**src/rtl/sdp_buffer_arbiter.sv**
```systemverilog
// Round-robin arbiter/sequencer sharing one simple-dual-port buffer between
// NUM_WR writers on port A and NUM_RD readers on port B, with tagged read responses.

module sdp_rr_arb #(
   parameter int N  = 2,
   parameter int IW = (N > 1) ? $clog2(N) : 1
) (
   input  logic          clk,
   input  logic          reset,
   input  logic [N-1:0]  req,
   output logic [N-1:0]  gnt,
   output logic [IW-1:0] gnt_idx,
   output logic          gnt_any
);
   logic [IW-1:0] ptr_q, ptr_d;

   // Linear scan from ptr with wrap; first asserted request wins.
   always_comb begin
      int j;
      j       = 0;
      gnt     = '0;
      gnt_idx = '0;
      gnt_any = 1'b0;
      for (int k = 0; k < N; k++) begin
         j = int'(ptr_q) + k;
         if (j >= N) j = j - N;
         if (!gnt_any && !reset && req[j]) begin
            gnt[j]  = 1'b1;
            gnt_idx = IW'(j);
            gnt_any = 1'b1;
         end
      end
   end

   always_comb begin
      ptr_d = ptr_q;
      if (gnt_any) ptr_d = (int'(gnt_idx) == N - 1) ? '0 : gnt_idx + IW'(1);
   end

   always_ff @(posedge clk) begin
      if (reset) ptr_q <= '0;
      else       ptr_q <= ptr_d;
   end
endmodule

module sdp_buffer_arbiter #(
   parameter int NUM_WR         = 2,
   parameter int NUM_RD         = 2,
   parameter int DATA_WIDTH     = 64,
   parameter int ADDR_WIDTH     = 8,
   parameter int READ_LATENCY_B = 1,
   parameter int RD_ID_W        = (NUM_RD > 1) ? $clog2(NUM_RD) : 1
) (
   input  logic                         clk,
   input  logic                         reset,
   input  logic [NUM_WR-1:0]            wr_req,
   input  logic [NUM_WR*ADDR_WIDTH-1:0] wr_addr,
   input  logic [NUM_WR*DATA_WIDTH-1:0] wr_data,
   output logic [NUM_WR-1:0]            wr_gnt,
   input  logic [NUM_RD-1:0]            rd_req,
   input  logic [NUM_RD*ADDR_WIDTH-1:0] rd_addr,
   output logic [NUM_RD-1:0]            rd_gnt,
   output logic                         rd_rsp_valid,
   output logic [RD_ID_W-1:0]           rd_rsp_id,
   output logic [DATA_WIDTH-1:0]        rd_rsp_data,
   output logic                         mem_ena,
   output logic                         mem_wea,
   output logic [ADDR_WIDTH-1:0]        mem_addra,
   output logic [DATA_WIDTH-1:0]        mem_dina,
   output logic                         mem_enb,
   output logic [ADDR_WIDTH-1:0]        mem_addrb,
   output logic                         mem_regceb,
   output logic                         mem_rstb,
   input  logic [DATA_WIDTH-1:0]        mem_doutb
);
   localparam int WIW = (NUM_WR > 1) ? $clog2(NUM_WR) : 1;
   localparam int L   = READ_LATENCY_B;

   logic [WIW-1:0]     wr_idx;
   logic [RD_ID_W-1:0] rd_idx;
   logic               wr_any, rd_any;

   logic                  mem_ena_q, mem_enb_q;
   logic [ADDR_WIDTH-1:0] mem_addra_q, mem_addrb_q;
   logic [DATA_WIDTH-1:0] mem_dina_q;
   logic [RD_ID_W-1:0]    rd_id_q;
   logic [L-1:0]              vld_pipe_q;
   logic [L-1:0][RD_ID_W-1:0] id_pipe_q;

   sdp_rr_arb #(.N(NUM_WR), .IW(WIW)) u_wr_arb (
      .clk(clk), .reset(reset), .req(wr_req),
      .gnt(wr_gnt), .gnt_idx(wr_idx), .gnt_any(wr_any)
   );

   sdp_rr_arb #(.N(NUM_RD), .IW(RD_ID_W)) u_rd_arb (
      .clk(clk), .reset(reset), .req(rd_req),
      .gnt(rd_gnt), .gnt_idx(rd_idx), .gnt_any(rd_any)
   );

   always_ff @(posedge clk) begin
      if (reset) begin
         mem_ena_q   <= 1'b0;
         mem_addra_q <= '0;
         mem_dina_q  <= '0;
         mem_enb_q   <= 1'b0;
         mem_addrb_q <= '0;
         rd_id_q     <= '0;
         vld_pipe_q  <= '0;
         id_pipe_q   <= '0;
      end else begin
         mem_ena_q <= wr_any;
         if (wr_any) begin
            mem_addra_q <= wr_addr[wr_idx*ADDR_WIDTH +: ADDR_WIDTH];
            mem_dina_q  <= wr_data[wr_idx*DATA_WIDTH +: DATA_WIDTH];
         end
         mem_enb_q <= rd_any;
         if (rd_any) begin
            mem_addrb_q <= rd_addr[rd_idx*ADDR_WIDTH +: ADDR_WIDTH];
            rd_id_q     <= rd_idx;
         end
         // Tag pipe mirrors the macro's read latency so id lines up with doutb.
         vld_pipe_q[0] <= mem_enb_q;
         id_pipe_q[0]  <= rd_id_q;
         for (int i = 1; i < L; i++) begin
            vld_pipe_q[i] <= vld_pipe_q[i-1];
            id_pipe_q[i]  <= id_pipe_q[i-1];
         end
      end
   end

   assign mem_ena      = mem_ena_q;
   assign mem_wea      = mem_ena_q;
   assign mem_addra    = mem_addra_q;
   assign mem_dina     = mem_dina_q;
   assign mem_enb      = mem_enb_q;
   assign mem_addrb    = mem_addrb_q;
   assign mem_regceb   = 1'b1;
   assign mem_rstb     = reset;
   assign rd_rsp_valid = vld_pipe_q[L-1];
   assign rd_rsp_id    = id_pipe_q[L-1];
   assign rd_rsp_data  = mem_doutb;
endmodule

```
**config.mk**
```make
export PLATFORM = sky130hd
export DESIGN_NAME = sdp_buffer_arbiter
export DESIGN_NICKNAME = d
export VERILOG_FILES = /design/src/rtl/sdp_buffer_arbiter.sv
export SDC_FILE = /design/constraint.sdc
export NUM_CORES = 1
export LEC_CHECK = 0
export BUFFER_PORTS_ARGS = -buffer_cell sky130_fd_sc_hd__buf_2
export CAP_MARGIN = 20
export CORE_AREA = 2 2 151 153
export CTS_CLUSTER_DIAMETER = 40
export DETAILED_ROUTE_END_ITERATION = 6
export DIE_AREA = 0 0 153 155
export GPL_TIMING_DRIVEN = 0
export PLACE_DENSITY = 0.52
export SLEW_MARGIN = 30
export SYNTH_ARGS = -nofsm -noshare
export SYNTH_HDL_FRONTEND = slang
export SYNTH_HIERARCHICAL = 1
export SYNTH_SLANG_ARGS = --single-unit
```
**constraint.sdc**
```tcl
create_clock -name clk -period 1.3 [get_ports clk]
set_input_delay 0.13 -clock clk [delete_from_list [all_inputs] [get_ports clk]]
set_output_delay 0.13 -clock clk [all_outputs]
set_load 0.05 [all_outputs]
```
==> metrics.txt, run 1 <==
status finished, violations left; failing checks setup timing; Yosys top cell area share 39.9%; #FFs+latches synth 87; Die ar. 23700 um^2; die extent in y 155 um; final clock skew 0.00761 ns; RR Endpoint mem_addra[5]$_SDFFE_PP0P_; filler cell count 2375; RD Place Congestion 0.707; CP endpoint mem_addra[5]$_SDFFE_PP0P_; Max Root-Sink Buffers 2; RSZ-0062 raised after global routing true; biggest area consumer among synthesized cells dfxtp_1; vias in the first global route 4156; worst-path maximum fanout 9; Avg WL per Cell 14.6 um; power density cells 1230 nW/um^2; initial antenna violation count 0; die extent in x 153 um; Final Critical Period 1.54 ns; worst reg2reg setup slack -0.24 ns; CP endpoint kind flip-flop; clk slew on worst S/H paths 0.07 ns; final max-slew violation count 0; Non-Filler Instances 1086; Synth Instances 455; n_diodes 0; final wirelength 15800 um; fin nets 1026; core area 22200 um^2; Final Hold Vio Count 0; via count 4400; Startpoint Class flip-flop; most frequent cells in the layout buf_2, nor2_1, dfxtp_1, a211oi_1, buf_4; maxcap violations 0; htree depth 3; Worst Path Arrival 1.73 ns; final setup violation count 75; R2R depth 7; I/O pin count 385; Leak 0.00333 uW; ranking of synthesized cells by area dfxtp_1, mux2i_1, a211oi_1, buf_4, nor2_1; CTS Sinks 87; Worst Path Required 1.49 ns; Yosys cell types 16; WS Path Type flip-flop to flip-flop; most frequent CP cell buf_12; clk_lat worst skew 0.34 ns; area occupied by multi-input gates 2030 um^2; most common cell after layout, fill and taps aside buf_2; TritonCTS clock tree done; Tcrit/Tclk final 119%; Layout area overhead 60.2%; setup_tns -13.05 ns; HP Class input pin to flip-flop; slowest stage delay, CP 0.37 ns; total CTS buffers 9; GRT Util Overall 12.5%; DRC Markers 0; crit path max-delay cell type dfxtp_4; share of layout cells above drive strength 1 58.6%; Max-slew headroom 48.4%; average cell area after synthesis 9.58 um^2; sequential fraction of the synthesis area 39.9%; PnR worst setup slack -0.242 ns; Hold Buf Count CTS 0; largest net degree at the start of global routing 16; drt first pass iters 4; via density per instance 4.05; # rows 55; Seq. cell area 1750 um^2; Mapped Area 4360 um^2; Post-DRT Antenna Nets 0; maximum clock rate 0.648 GHz; hold slack 0.132 ns; first-pass GRT wire length 23200 um; Initial Util 19.6%; worst path cell trace nor2b_4 -> nor3b_2 -> buf_6 -> buf_12 -> buf_12 -> mux2i_4 -> a211oi_2; worst vdd ir 0.532 mV; Port Buf Inserts 319; clk root buf clkbuf_16; Starting DRT DRC Count 98; HPWL Detailed 12500 um; YS warnings 6; Worst Tran Pin Value 0.774 ns; Inst Count DP 1059; Overflow after GRT 0; post-synth net total 685
==> worst max-delay path: cells and delay by family (launching register included) <==
family | cells | cell delay (ns)
buffers and inverters | 3 | 0.51
multiplexers | 1 | 0.21
AO/OA/AOI/OAI | 1 | 0.08
AND/OR/NAND/NOR | 2 | 0.21
flip-flops | 1 | 0.37
==> per-layer routing <==
layer	up-vias	wire (um)	global-route usage (%)
met2	192	7850	22.1
met1	1985	6730	15.2
met4	0	200	3.62
li1	2213	-	-
met5	-	0	0
met3	10	1030	3.01
==> power by group <==
group / total [uW] / leakage (uW) / switching [uW] / internal, uW
combinational: 2740 / 0.00245 / 1820 / 918
clock: 2880 / 0.000163 / 1080 / 1800
sequential: 2980 / 0.000722 / 104 / 2870
==> cell type report <==
cell class	count	area share, %
multi-input combinational	263	29.0
buffer	102	10.7
timing repair buffer	331	25.3
sequential	87	25.0
tap	285	5.11
inverter	2	0.107
clock buffer	12	3.67
clock inverter	4	1.11
==> synth_stat cells, drive strengths merged <==
master	instances
buf	94
dfxtp	87
nor2	85
a211oi	82
mux2i	81
clkbuf	9
nor2b	8
nor3b	4
inv	2
o21ba	2
conb	1
==> through the flow <==
| step | cell area [um^2] | power [uW] | setup WS (ns) | util, % |
|---|---|---|---|---|
| finish | 6980 | 8600 | -0.242 | 31.4 |
| global route | 6980 | 9040 | -0.340 | 31.4 |
| CTS | 6850 | 8720 | -0.253 | 30.8 |
| detailed placement | 6340 | 5680 | -0.485 | 28.5 |
| global placement | 6340 | 5670 | -0.479 | 28.5 |
| floorplan | 4390 | 4910 | 0.0141 | - |
==> flip-flops by register name, indices dropped and copies added (netlist names), named ones only <==
signal        cells
rd_rsp_id         1
rd_rsp_valid      1
mem_dina         64
rd_id_q           1
mem_addra         8
mem_ena           1
mem_addrb         8
mem_enb           1
==> worst min path at each step <==
| stage | startpoint | endpoint | slack [ns] | cells past startpoint |
|---|---|---|---|---|
| after detailed placement | rd_id_q$_SDFFE_PP0P_ | rd_rsp_id$_SDFF_PP0_ | 0.46 | 1 |
| after global placement | rd_id_q$_SDFFE_PP0P_ | rd_rsp_id$_SDFF_PP0_ | 0.45 | 1 |
| after floorplan | reset | flip-flop | 0.30 | 1 |
| final | wr_data[21] | mem_dina[21]$_SDFFE_PP0P_ | 0.13 | 3 |
| after global routing | rd_addr[5] | mem_addrb[5]$_SDFFE_PP0P_ | 0.11 | 3 |
| after CTS | rd_addr[5] | mem_addrb[5]$_SDFFE_PP0P_ | 0.10 | 3 |
==> cells by family (layout without fill, tap and decap cells) <==
kind of cell,count (synthesis),in the layout,share of synthesized area (%)
AO/OA/AOI/OAI,84,84,14.6
flip-flops,87,87,39.9
AND/OR/NAND/NOR,97,97,9.50
other,1,1,0.0860
buffers and inverters,105,451,17.3
multiplexers,81,81,18.6
==> what timing repair did <==
action | 4_1_cts | 5_1_grt
buffers inserted | 6 | 5
cloned | 0 | 1
setup endpoints to repair | 83 | 84
gates resized for setup | 28 | 16
pin swaps | 2 | 3
Power figures use the tool's default switching activity.
==> run 2, diff against run 1 <==
--- a/config.mk
+++ b/config.mk
@@ -5,7 +5,7 @@
 export SDC_FILE = /design/constraint.sdc
 export NUM_CORES = 1
 export LEC_CHECK = 0
-export BUFFER_PORTS_ARGS = -buffer_cell sky130_fd_sc_hd__buf_2
+export BUFFER_PORTS_ARGS = -buffer_cell sky130_fd_sc_hd__buf_4
 export CAP_MARGIN = 20
 export CORE_AREA = 2 2 151 153
 export CTS_CLUSTER_DIAMETER = 40
==> run 2 against run 1 <==
Against the previous run:
- the flow still finishes with violations (setup timing)
- via count rose by 1.1%
- register-to-register slack improved by 0.03 ns
- sequential share of layout area fell by 3.1 points
- highest routed layer unchanged
==> metrics.txt, run 2 (synthesis gave the netlist of run 1 again) <==
die extent in y 155 um; Leak 0.00359 uW; NetSw 3110 uW; die extent in x 153 um; vias in the first global route 4306; fin nets 1028; final wirelength 17100 um; Pwr Total 8880 uW; final max-slew violation count 0; maximum clock rate 0.660 GHz; maxcap violations 0; final setup violation count 80; Max Root-Sink Buffers 2; first-pass GRT wire length 24800 um; GRT Util Overall 13.4%; Layout area overhead 82.9%; power density cells 1110 nW/um^2; initial antenna violation count 0; CP endpoint kind flip-flop; worst vdd ir 0.476 mV; status finished, violations left; Port Buf Inserts 319; hold_sp rd_addr[0]; I/O pin count 385; worst-path maximum fanout 10; Avg WL per Cell 15.7 um; CTS Sinks 87; core area 22200 um^2; max FFs per register 64; RD Place Congestion 0.719; DRC Markers 0; Flop pwr share 33.6%; HPWL Detailed 13100 um; Final Hold Vio Count 0; PnR worst setup slack -0.215 ns; Initial Util 19.6%; Die ar. 23700 um^2; Sw Share 35.1%; Clock power frac 30.6%; Non-Filler Instances 1088; most frequent cells in the layout buf_4, nor2_1, dfxtp_1, a211oi_1, mux2i_1; total CTS buffers 9; failing checks setup timing; final clock skew 0.00633 ns; WS Path Type flip-flop to flip-flop; clk slew on worst S/H paths 0.07 ns; share of layout cells above drive strength 1 61.1%; Starting DRT DRC Count 126; Int Power 5770 uW; clk_lat worst skew 0.34 ns; Tcrit/Tclk final 117%; Worst Path Required 1.51 ns; Worst Tran Pin Value 0.761 ns; Util after Layout 35.9%; Max-slew headroom 49.3%; filler cell count 2365; htree depth 3; HP Class input pin to flip-flop; Overflow after GRT 0; RSZ-0062 raised after global routing true; worst reg2reg setup slack -0.21 ns; Startpoint Class flip-flop; clk root buf clkbuf_16; Worst Path Arrival 1.72 ns; Final Critical Period 1.51 ns; largest net degree at the start of global routing 16; Gate power share 35.8%; # rows 55; via count 4448; Post-DRT Antenna Nets 0; drt first pass iters 4; TritonCTS clock tree done; Inst Count DP 1059; most common cell after layout, fill and taps aside buf_4; via density per instance 4.09; n_diodes 0
==> run 2: cell count changes in the layout (fill, tap and decap cells not counted), moves of 3 or more <==
cell / previous run / this run
buf_4: 72 / 389
buf_2: 332 / 17
buf_12: 4 / 7
mux2i_2: 12 / 18
a211oi_1: 78 / 71
mux2i_1: 63 / 51
a211oi_2: 4 / 10
mux2i_4: 6 / 12
==> run 2: worst paths after layout <==
path / endpoint / cells after the start
setup reg to reg: mem_dina[39]$_SDFFE_PP0P_ / 6
setup / recovery: mem_dina[39]$_SDFFE_PP0P_ / 6
hold / removal: mem_addrb[0]$_SDFFE_PP0P_ / 3
hold reg to reg: rd_rsp_id$_SDFF_PP0_ / 1
==> run 2: routing by layer <==
metal	wire, um	track usage, %	vias to the layer above
met5	0	0	-
met4	193	3.22	0
met3	1190	3.70	10
met2	8500	23.1	192
met1	7170	16.6	2028
li1	-	-	2218
==> run 2: area by class of cell <==
type,instances,area [um^2],area share [%]
inverter,2,7.51,0.0941
buffer,103,796,9.98
clock inverter,4,53.8,0.675
sequential,87,1750,21.9
tap,285,357,4.47
clock buffer,12,256,3.22
timing repair buffer,332,2570,32.3
multi-input combinational,263,2180,27.4
==> run 2: what timing repair did <==
action	CTS	global route
hold buffers	0	0
setup endpoints to repair	80	82
pin swaps	2	16
buffers inserted	4	5
gates resized for setup	25	60
cloned	2	3
==> run 2: worst max-delay path, cell delays in order, from the launching register on <==
cell and delay, ns:
dfxtp_4 0.36, nor2b_4 0.05, nor3b_4 0.24, buf_12 0.19
buf_12 0.17, mux2i_4 0.26, a211oi_1 0.09
==> run 2: power by group through the flow <==
stage	sequential (uW)	clock [uW]	combinational (uW)
after floorplan	3730	0	1180
after global placement	3040	0	2970
after detailed placement	3050	0	2980
after CTS	2990	2840	3060
after global routing	3010	2950	3340
final	2990	2720	3180
==> run 2: per-stage QoR <==
step | hold WS (ns) | setup TNS, ns | instance area [um^2] | worst slack [ns]
after floorplan | 0.301 | 0 | 4390 | 0.0141
after global placement | 0.453 | -23.39 | 7140 | -0.375
after detailed placement | 0.456 | -23.78 | 7140 | -0.385
after CTS | 0.111 | -13.68 | 7620 | -0.239
after global routing | 0.124 | -18.37 | 7980 | -0.278
final | 0.124 | -11.67 | 7980 | -0.215
==> run 3, diff against run 2 <==
--- a/config.mk
+++ b/config.mk
@@ -12,6 +12,8 @@
 export DETAILED_ROUTE_END_ITERATION = 6
 export DIE_AREA = 0 0 153 155
 export GPL_TIMING_DRIVEN = 0
+export HOLD_SLACK_MARGIN = 0.15
+export MAX_ROUTING_LAYER = met4
 export PLACE_DENSITY = 0.52
 export SLEW_MARGIN = 30
 export SYNTH_ARGS = -nofsm -noshare
==> run 3 against run 2 <==
Against the previous run:
- core utilization increased by 3.3 points
- register-to-register slack hardly changed
- sequential cell count did not move
- sequential power is essentially flat
- setup slack improved by 0.0023 ns
- largest power group unchanged
- the run still ends with setup timing left
- total power rose by 2.0%
- via count up 7.0%
- critical endpoint unchanged
- clock power hardly changed
- clock skew barely moved
- die area unchanged
- fmax increased by 0.15%
- design area rose by 9.1%
==> metrics.txt, run 3 (synthesis gave the netlist of run 1 again) <==
first-pass GRT wire length 25700 um; slowest stage delay, CP 0.36 ns; clk root buf clkbuf_16; Starting DRT DRC Count 115; HPWL Detailed 13100 um; Worst Path Arrival 1.72 ns; maxcap violations 0; die extent in y 155 um; most common cell after layout, fill and taps aside buf_4; initial antenna violation count 0; htree depth 3; maximum clock rate 0.661 GHz; # rows 55; crit path max-delay cell type dfxtp_4; Final Critical Period 1.51 ns; die extent in x 153 um; worst reg2reg setup slack -0.21 ns; HP Class input pin to flip-flop; via count 4761; WS Path Type flip-flop to flip-flop; total CTS buffers 9; clk slew on worst S/H paths 0.07 ns; Max Root-Sink Buffers 2; Layout area overhead 99.7%; Avg WL per Cell 15.3 um; Place WS -0.385 ns; Seq. cell area 1750 um^2; failing checks setup timing; CTS Sinks 87; PnR worst setup slack -0.212 ns; worst vdd ir 0.475 mV; Worst Path Buf+Inv 2; core area 22200 um^2; final max-slew violation count 0; Post-DRT Antenna Nets 0; filler cell count 2287; power density cells 1040 nW/um^2; drt first pass iters 4; max FFs per register 64; Initial Util 19.6%; vias in the first global route 4622; RD Place Congestion 0.727; Startpoint Class flip-flop; hold_sp wr_data[86]; Worst Tran Pin Value 0.754 ns; TritonCTS clock tree done; clk_lat worst skew 0.34 ns; Worst Path Required 1.51 ns; most frequent cells in the layout buf_4, nor2_1, dfxtp_1, dlygate4sd3_1, a211oi_1; RSZ-0062 raised after global routing true; largest net degree at the start of global routing 16; GRT Util Overall 14.2%; delay-heaviest family, CP buffers and inverters; final wirelength 17800 um; worst path cell trace nor2b_4 -> nor3b_4 -> buf_12 -> buf_12 -> mux2i_4 -> a211oi_1; share of layout cells above drive strength 1 55.6%; Pwr Total 9060 uW; Overflow after GRT 0; Final Hold Vio Count 0; final setup violation count 80; Leak 0.00390 uW; worst-path maximum fanout 10; Max-slew headroom 49.7%; most frequent CP cell buf_12; via density per instance 4.09; Tcrit/Tclk final 116%; DRC Markers 0; CP endpoint kind flip-flop; Die ar. 23700 um^2; Util after Layout 39.2%; status finished, violations left; area occupied by multi-input gates 2160 um^2; n_diodes 0; fin nets 1103; Port Buf Inserts 319; setup_tns -11.64 ns; final clock skew 0.00606 ns; I/O pin count 385
==> run 3: cell count changes in the layout (fill, tap and decap cells not counted), sizes merged <==
cell	change
dlygate4sd3	+75
==> run 3: path summary, 6_finish.rpt <==
kind         cells past startpoint                   endpoint
max reg2reg                      6  mem_dina[39]$_SDFFE_PP0P_
max                              6  mem_dina[39]$_SDFFE_PP0P_
min                              3  mem_dina[22]$_SDFFE_PP0P_
min reg2reg                      1       rd_rsp_id$_SDFF_PP0_
==> run 3: timing repair <==
item / CTS / global route
resized for setup: 25 / 56
cloned: 2 / 3
hold buffers: 67 / 8
endpoints found under the hold margin: 38 / 4
buffers inserted: 4 / 5
pin swaps: 2 / 17
setup endpoints to repair: 80 / 82
==> run 3: metrics by stage <==
stage | instance area, um^2 | hold WS (ns) | cells
2_1_floorplan | 4390 | 0.301 | 455
3_3_place_gp | 7140 | 0.453 | 1059
3_5_place_dp | 7140 | 0.456 | 1059
4_1_cts | 8290 | 0.153 | 1148
5_1_grt | 8710 | 0.161 | 1163
6_report | 8710 | 0.137 | 1163
==> run 3: routing by layer <==
metal	GRT usage [%]	vias up	wire length (um)	share of wire [%]
met5	-	-	0	0
met4	3.22	0	177	1.0
met3	3.45	10	1130	6.4
met2	24.3	192	9020	51
met1	17.0	2187	7430	42
li1	-	2372	-	-
==> run 3: layout make-up <==
class / instances / share of cell area [%]
inverters: 2 / 0.0862
repair buffers: 407 / 38.2
multi-input cells: 263 / 24.8
clock inverters: 4 / 0.618
well taps: 285 / 4.10
clock buffers: 12 / 2.95
plain buffers: 103 / 9.14
flip-flops and latches: 87 / 20.1
==> run 3: worst min-delay path: stages <==
cell	delay [ns]
buf_4	0.08
mux2i_2	0.06
a211oi_2	0.16
==> run 3: power breakdown <==
part / leakage (uW) / switching, uW / internal (uW)
sequential: 0.000722 / 114 / 2870
clock: 0.000145 / 1120 / 1600
combinational: 0.00304 / 1920 / 1440
total: 0.00390 / 3150 / 5910
